File: src/rtl/vector_add_seq_ctrl_if.sv
// Command, operand-read, adder-valid and destination-write signals of the
// vector_add_seq_ctrl block. The controller connects through the slave
// modport; the command issuer / buffer / adder side uses master.
interface vector_add_seq_ctrl_if #(
   parameter int ADDR_W = 12,
   parameter int LEN_W  = 12
);
   logic              cmd_valid;
   logic              cmd_ready;
   logic [ADDR_W-1:0] cmd_a_base;
   logic [ADDR_W-1:0] cmd_b_base;
   logic [ADDR_W-1:0] cmd_d_base;
   logic [LEN_W-1:0]  cmd_len;
   logic              rd_en;
   logic [ADDR_W-1:0] rd_a_addr;
   logic [ADDR_W-1:0] rd_b_addr;
   logic              add_in_valid;
   logic              add_out_valid;
   logic              wr_en;
   logic [ADDR_W-1:0] wr_addr;
   logic              done;
   logic              err;
   logic [31:0]       perf_cycles;

   modport slave (
      input  cmd_valid, cmd_a_base, cmd_b_base, cmd_d_base, cmd_len, add_out_valid,
      output cmd_ready, rd_en, rd_a_addr, rd_b_addr, add_in_valid,
             wr_en, wr_addr, done, err, perf_cycles
   );

   modport master (
      output cmd_valid, cmd_a_base, cmd_b_base, cmd_d_base, cmd_len, add_out_valid,
      input  cmd_ready, rd_en, rd_a_addr, rd_b_addr, add_in_valid,
             wr_en, wr_addr, done, err, perf_cycles
   );
endinterface

File: src/rtl/vector_add_seq_ctrl.sv
// Job sequencer for the 16-lane fp32 vector_add pipeline: issues paired A/B
// row reads, delays the read strobe into the adder input valid, maps adder
// output valids onto destination write addresses and pulses done when every
// issued row has come back.
// Optional job cycle counter on perf_cycles: define VADD_SEQ_PERF_EN.
module vector_add_seq_ctrl #(
   parameter int ADDR_W = 12,
   parameter int LEN_W  = 12,
   parameter int RD_LAT = 2
) (
   input logic                  clk,
   input logic                  rst_n,
   vector_add_seq_ctrl_if.slave bus
);

   typedef enum logic [1:0] {
      S_IDLE,
      S_ISSUE,
      S_DRAIN,
      S_DONE
   } state_t;

   localparam logic [LEN_W:0] OUT_ONE = LEN_W'(1);

   state_t             state_q, state_d;
   logic [ADDR_W-1:0]  a_base_q, a_base_d;
   logic [ADDR_W-1:0]  b_base_q, b_base_d;
   logic [ADDR_W-1:0]  d_base_q, d_base_d;
   logic [LEN_W-1:0]   len_q, len_d;
   logic [LEN_W-1:0]   issue_cnt_q, issue_cnt_d;
   logic [LEN_W-1:0]   wr_cnt_q, wr_cnt_d;
   logic [LEN_W:0]     outstanding_q, outstanding_d;
   logic [RD_LAT-1:0]  vld_sr_q, vld_sr_d;
   logic               err_q, err_d;
   logic               post_rst_q, post_rst_d;

   logic               accept;
   logic               rd_en;
   logic               wr_acc;
   logic               busy;

   // Next-state, counters, strobes and error detection
   always_comb begin
      state_d       = state_q;
      a_base_d      = a_base_q;
      b_base_d      = b_base_q;
      d_base_d      = d_base_q;
      len_d         = len_q;
      issue_cnt_d   = issue_cnt_q;
      wr_cnt_d      = wr_cnt_q;
      outstanding_d = outstanding_q;
      err_d         = err_q;
      post_rst_d    = post_rst_q;
      vld_sr_d      = '0;

      accept = bus.cmd_valid && (state_q == S_IDLE);
      rd_en  = (state_q == S_ISSUE);
      busy   = (state_q == S_ISSUE) || (state_q == S_DRAIN);
      wr_acc = bus.add_out_valid && busy && (outstanding_q != '0);

      vld_sr_d[0] = rd_en;
      for (int unsigned i = 1; i < RD_LAT; i++) begin
         vld_sr_d[i] = vld_sr_q[i-1];
      end

      unique case ({rd_en, wr_acc})
         2'b10:   outstanding_d = outstanding_q + OUT_ONE;
         2'b01:   outstanding_d = outstanding_q - OUT_ONE;
         default: outstanding_d = outstanding_q;
      endcase

      if (wr_acc) begin
         wr_cnt_d = wr_cnt_q + LEN_W'(1);
      end

      // Results still in the adder when reset aborted a job must not flag an
      // error: stray valids in IDLE are ignored until the next command.
      if (bus.add_out_valid && !wr_acc && !(post_rst_q && (state_q == S_IDLE))) begin
         err_d = 1'b1;
      end

      unique case (state_q)
         S_IDLE: begin
            if (accept) begin
               a_base_d      = bus.cmd_a_base;
               b_base_d      = bus.cmd_b_base;
               d_base_d      = bus.cmd_d_base;
               len_d         = bus.cmd_len;
               issue_cnt_d   = '0;
               wr_cnt_d      = '0;
               outstanding_d = '0;
               post_rst_d    = 1'b0;
               state_d       = (bus.cmd_len == '0) ? S_DONE : S_ISSUE;
            end
         end
         S_ISSUE: begin
            issue_cnt_d = issue_cnt_q + LEN_W'(1);
            if (issue_cnt_q == len_q - LEN_W'(1)) begin
               state_d = S_DRAIN;
            end
         end
         S_DRAIN: begin
            if (wr_acc && (outstanding_q == OUT_ONE)) begin
               state_d = S_DONE;
            end
         end
         S_DONE: begin
            state_d = S_IDLE;
         end
         default: state_d = S_IDLE;
      endcase
   end

   // Controller state registers, cleared asynchronously
   always_ff @(posedge clk or negedge rst_n) begin
      if (!rst_n) begin
         state_q       <= S_IDLE;
         a_base_q      <= '0;
         b_base_q      <= '0;
         d_base_q      <= '0;
         len_q         <= '0;
         issue_cnt_q   <= '0;
         wr_cnt_q      <= '0;
         outstanding_q <= '0;
         vld_sr_q      <= '0;
         err_q         <= 1'b0;
         post_rst_q    <= 1'b1;
      end else begin
         state_q       <= state_d;
         a_base_q      <= a_base_d;
         b_base_q      <= b_base_d;
         d_base_q      <= d_base_d;
         len_q         <= len_d;
         issue_cnt_q   <= issue_cnt_d;
         wr_cnt_q      <= wr_cnt_d;
         outstanding_q <= outstanding_d;
         vld_sr_q      <= vld_sr_d;
         err_q         <= err_d;
         post_rst_q    <= post_rst_d;
      end
   end

   assign bus.cmd_ready    = (state_q == S_IDLE);
   assign bus.rd_en        = rd_en;
   assign bus.rd_a_addr    = a_base_q + ADDR_W'(issue_cnt_q);
   assign bus.rd_b_addr    = b_base_q + ADDR_W'(issue_cnt_q);
   assign bus.add_in_valid = vld_sr_q[RD_LAT-1];
   assign bus.wr_en        = wr_acc;
   assign bus.wr_addr      = d_base_q + ADDR_W'(wr_cnt_q);
   assign bus.done         = (state_q == S_DONE);
   assign bus.err          = err_q;

`ifdef VADD_SEQ_PERF_EN
   logic [31:0] perf_cnt_q, perf_cnt_d;
   logic [31:0] perf_q, perf_d;
   logic [31:0] perf_inc;

   // Saturating job cycle counter; value including the DONE cycle is latched
   always_comb begin
      perf_cnt_d = perf_cnt_q;
      perf_d     = perf_q;
      perf_inc   = (perf_cnt_q == '1) ? perf_cnt_q : perf_cnt_q + 32'd1;
      if (accept) begin
         perf_cnt_d = '0;
      end else if (state_q != S_IDLE) begin
         perf_cnt_d = perf_inc;
      end
      if (state_q == S_DONE) begin
         perf_d = perf_inc;
      end
   end

   // Performance counter registers
   always_ff @(posedge clk or negedge rst_n) begin
      if (!rst_n) begin
         perf_cnt_q <= '0;
         perf_q     <= '0;
      end else begin
         perf_cnt_q <= perf_cnt_d;
         perf_q     <= perf_d;
      end
   end

   assign bus.perf_cycles = perf_q;
`else
   assign bus.perf_cycles = '0;
`endif

endmodule

File: src/flat_wrapper.sv
// flat-port wrapper written by rule: the top's interface ports become plain ports
module vector_add_seq_ctrl_flat 
#(
   parameter int ADDR_W = 12,
   parameter int LEN_W  = 12,
   parameter int RD_LAT = 2
)
  (clk, rst_n, bus_cmd_valid, bus_cmd_a_base, bus_cmd_b_base, bus_cmd_d_base, bus_cmd_len, bus_add_out_valid, bus_cmd_ready, bus_rd_en, bus_rd_a_addr, bus_rd_b_addr, bus_add_in_valid, bus_wr_en, bus_wr_addr, bus_done, bus_err, bus_perf_cycles);
  vector_add_seq_ctrl_if #(.ADDR_W(ADDR_W), .LEN_W(LEN_W)) bus_i ();
  input logic clk;
  input logic rst_n;
  input wire logic [$bits(bus_i.cmd_valid)-1:0] bus_cmd_valid;
  input wire logic [$bits(bus_i.cmd_a_base)-1:0] bus_cmd_a_base;
  input wire logic [$bits(bus_i.cmd_b_base)-1:0] bus_cmd_b_base;
  input wire logic [$bits(bus_i.cmd_d_base)-1:0] bus_cmd_d_base;
  input wire logic [$bits(bus_i.cmd_len)-1:0] bus_cmd_len;
  input wire logic [$bits(bus_i.add_out_valid)-1:0] bus_add_out_valid;
  output wire logic [$bits(bus_i.cmd_ready)-1:0] bus_cmd_ready;
  output wire logic [$bits(bus_i.rd_en)-1:0] bus_rd_en;
  output wire logic [$bits(bus_i.rd_a_addr)-1:0] bus_rd_a_addr;
  output wire logic [$bits(bus_i.rd_b_addr)-1:0] bus_rd_b_addr;
  output wire logic [$bits(bus_i.add_in_valid)-1:0] bus_add_in_valid;
  output wire logic [$bits(bus_i.wr_en)-1:0] bus_wr_en;
  output wire logic [$bits(bus_i.wr_addr)-1:0] bus_wr_addr;
  output wire logic [$bits(bus_i.done)-1:0] bus_done;
  output wire logic [$bits(bus_i.err)-1:0] bus_err;
  output wire logic [$bits(bus_i.perf_cycles)-1:0] bus_perf_cycles;
  assign bus_i.cmd_valid = bus_cmd_valid;
  assign bus_i.cmd_a_base = bus_cmd_a_base;
  assign bus_i.cmd_b_base = bus_cmd_b_base;
  assign bus_i.cmd_d_base = bus_cmd_d_base;
  assign bus_i.cmd_len = bus_cmd_len;
  assign bus_i.add_out_valid = bus_add_out_valid;
  assign bus_cmd_ready = bus_i.cmd_ready;
  assign bus_rd_en = bus_i.rd_en;
  assign bus_rd_a_addr = bus_i.rd_a_addr;
  assign bus_rd_b_addr = bus_i.rd_b_addr;
  assign bus_add_in_valid = bus_i.add_in_valid;
  assign bus_wr_en = bus_i.wr_en;
  assign bus_wr_addr = bus_i.wr_addr;
  assign bus_done = bus_i.done;
  assign bus_err = bus_i.err;
  assign bus_perf_cycles = bus_i.perf_cycles;
  vector_add_seq_ctrl #(.ADDR_W(ADDR_W), .LEN_W(LEN_W), .RD_LAT(RD_LAT)) u_core (.clk(clk), .rst_n(rst_n), .bus(bus_i));
endmodule
File: config.mk
export PLATFORM = sky130hd
export DESIGN_NAME = vector_add_seq_ctrl_flat
export DESIGN_NICKNAME = d
export VERILOG_FILES = /design/src/rtl/vector_add_seq_ctrl_if.sv /design/src/rtl/vector_add_seq_ctrl.sv /design/src/flat_wrapper.sv
export SDC_FILE = /design/constraint.sdc
export NUM_CORES = 1
export LEC_CHECK = 0
export CORE_ASPECT_RATIO = 0.8
export CORE_MARGIN = 5
export CORE_UTILIZATION = 28
export DETAILED_ROUTE_END_ITERATION = 10
export PLACE_DENSITY_LB_ADDON = 0.15
export RECOVER_POWER = 25
export SKIP_LAST_GASP = 1
export SYNTH_ARGS = -nofsm -noshare
export SYNTH_HDL_FRONTEND = slang
export SYNTH_SLANG_ARGS = --single-unit
File: constraint.sdc
create_clock -name clk -period 4.5 [get_ports clk]
set_clock_uncertainty 0.15 [all_clocks]
set_input_delay 1.125 -clock clk [delete_from_list [all_inputs] [get_ports clk]]
set_output_delay 1.125 -clock clk [all_outputs]
set_load 0.03 [all_outputs]
==> results.json <==
{
  "areaGrowthSynthToFinish_pct": 22.8,
  "rows": 50,
  "design_area_um2": 8130,
  "final_nets": 993,
  "yosys.area.top_type_share_pct": 34.0,
  "final_layout_size_suffix_gt1_share_pct": 5.57,
  "routed_via_density": 4.72,
  "synth-edff-count": 0,
  "clk-insertion-delay-late_ps": 350,
  "synth_cells": 807,
  "die-area_um2": 26800,
  "status": "finished with violations",
  "setup_tns_ps": 0,
  "dieHeight_um": 148,
  "ys_seq_elements": 91,
  "synth_warnings": 0,
  "rsz0062_at_grt": "false",
  "yosys-top-cells-area": "dfrtp_1 (34%), nand2_1 (10%), ha_1 (8.5%)",
  "drtIter0Drc": 388,
  "worstHoldStart": "u_core.vld_sr_q[0]",
  "cp.arrival_ps": 3060,
  "cts_setup_buffers": 0,
  "portBuffers": 93,
  "h-tree-depth": 3,
  "wl_per_cell_um": 15.6,
  "startpoint": "u_core.issue_cnt_q[1]",
  "grt_pass1_vias": 5536,
  "rrSetupSlack_ps": 1380,
  "async_reset_ff_share_pct": 100,
  "hp-class": "reg -> reg",
  "crit_path_start_kind": "register",
  "cts_made_buffers": 9,
  "final-seq-area_um2": 2280,
  "max_cap_viol_count": 1,
  "vias": 5709,
  "diodes": 0,
  "hold_end": "u_core.vld_sr_q[1]",
  "cts_sinks": 91,
  "grt_pass1_wl_um": 30400,
  "ant_nets": 0,
  "critPathKind": "reg -> out",
  "multi_input_area_um2": 3970,
  "pre_cts_slack_ps": 244,
  "period_share_pct": 96.3,
  "worst_slew_pin_slew_ps": 2680,
  "ioPinCount": 126,
  "leakagePower_nw": 3.84,
  "die_x_um": 182,
  "cp_data_required_time_ps": 3220,
  "slew_violations": 45,
  "post-dp-hpwl_um": 13900,
  "rr_endpoint": "u_core.outstanding_q[6]",
  "path_clk_slew_ps": 70,
  "core_um2": 23300,
  "holdPathStages": 0,
  "fmax_ghz": 0.231,
  "r2r-start": "u_core.outstanding_q[0]",
  "ir_drop_mv": 0.305,
  "syn-cell-area_um2": 6620,
  "yosysSeqAreaShare_pct": 34.4,
  "root_buffer": "clkbuf_16",
  "yosysTopAreaCell": "dfrtp_1",
  "endpoint_kind": "output pin",
  "nFillCells": 2410,
  "relSlewSlack_pct": -78.7,
  "routed_wl_um": 18800,
  "cts_tree": "built",
  "gr-total-overflow": 0,
  "finalSetupViolCount": 0,
  "place_area_um2": 7830,
  "reg2reg_depth": 12,
  "violations": "max-capacitance violations, max-slew violations",
  "clock_path_buffers": 2,
  "path_max_fanout": 7,
  "power.density_nw_per_um2": 727,
  "synth_common_cells": "nand2_1 (183), dfrtp_1 (90), nor2_1 (47)",
  "gp_congestion": 0.813,
  "initial_core_util_pct": 28.4,
  "synth_ff_type": "dfrtp_1",
  "first_pass_iters": 5,
  "antenna_found_initial": 0,
  "synth.most_common_cell": "nand2_1",
  "grt_max_degree": 49,
  "syn_avg_cell_area_um2": 8.20,
  "timing.final.ws_setup_ps": 166,
  "synth.distinct_cells": 66,
  "post-route-drc-count": 0,
  "grt_use_total_pct": 14.0,
  "finalHoldViolations": 0,
  "period_needed_ps": 4330
}
critical path: stages, from the launching register on:
cell      delay, ps
dfrtp_1         490
inv_1           160
fa_1            480
nor2b_1         120
o21ai_0         120
a21boi_0        290
o21ai_0         220
a2111o_1        420
o311ai_0        120
buf_4           200
buf_12          110
through the flow:
step / instances / total power [mW] / hold slack, ps / utilization, %
after floorplan: 838 / 3.87 / 181 / -
after global placement: 1194 / 5.15 / 187 / 33.5
after detailed placement: 1194 / 5.12 / 186 / 33.5
after CTS: 1209 / 5.98 / 201 / 34.9
after global routing: 1209 / 6.40 / 218 / 34.8
final: 1209 / 5.91 / 199 / 34.8
worst max path at each step:
stage / slack, ps / end
floorplan: 410 / bus_rd_b_addr[10]
global placement: 340 / bus_rd_a_addr[11]
detailed placement: 240 / bus_rd_a_addr[8]
CTS: 10 / bus_rd_a_addr[11]
global route: 20 / bus_rd_a_addr[10]
finish: 170 / bus_rd_a_addr[10]
cells in the final DEF, fill, tap and decap left out, drive strengths merged, types with 10 or more instances in the layout:
cell type | synthesis | layout
conb | 1 | 32
nor4 | 13 | 13
inv | 33 | 33
nand4 | 13 | 13
xnor2 | 24 | 24
nor2 | 47 | 47
clkbuf | 26 | 14
nor2b | 12 | 12
or3 | 10 | 10
and3 | 13 | 13
nand3 | 17 | 17
a21oi | 32 | 32
nand2 | 183 | 183
ha | 45 | 45
o21ai | 42 | 42
buf | 37 | 15
xor2 | 35 | 35
clkdlybuf4s50 | 0 | 79
nor3 | 20 | 20
dfrtp | 90 | 90
state kept, by name, indices dropped and copies added, names as in the netlist:
register,flops
u_core.outstanding_q,13
u_core.a_base_q,12
u_core.b_base_q,12
u_core.d_base_q,12
u_core.issue_cnt_q,12
u_core.len_q,12
u_core.wr_cnt_q,12
u_core.state_q,2
u_core.vld_sr_q,2
u_core.bus.err,1
u_core.post_rst_q,1
routing by layer:
| layer | global-route usage [%] | wire length (um) |
|---|---|---|
| met1 | 21.9 | 10200 |
| met2 | 19.3 | 7550 |
| met3 | 2.93 | 960 |
| met4 | 3.15 | 128 |
| met5 | 0 | 0 |
cell families (layout without fill, tap and decap cells):
kind of cell | count (synthesis) | count (layout) | share of synthesized area, %
buf+inv | 96 | 155 | 7.39
simple gates | 363 | 363 | 25.6
fa+ha+maj | 48 | 48 | 9.41
mux | 2 | 2 | 0.340
xor+xnor | 59 | 59 | 7.81
flops | 91 | 91 | 34.4
other cells | 1 | 32 | 0.0567
compound gates | 147 | 147 | 14.9
cell type report:
| cell class | instances | area share (%) |
|---|---|---|
| Multi-Input combinational cell | 651 | 48.9 |
| Sequential cell | 91 | 28.0 |
| Timing Repair Buffer | 107 | 12.9 |
| Tap cell | 312 | 4.80 |
| Clock buffer | 10 | 2.94 |
| Inverter | 33 | 1.52 |
| Clock inverter | 5 | 0.954 |
report_power, final:
| part | total [mW] | internal (mW) | leakage, nW | switching [mW] |
|---|---|---|---|---|
| clock network | 0.840 | 0.498 | 0.154 | 0.342 |
| registers | 1.42 | 1.11 | 1.17 | 0.316 |
| logic | 3.65 | 1.47 | 2.51 | 2.17 |
| total | 5.91 | 3.08 | 3.84 | 2.83 |
timing repair:
action                     CTS  global route
gates resized for setup      7            10
hold buffers                 0             0
setup endpoints to repair    7             7
(Power assumes the default switching activity.)
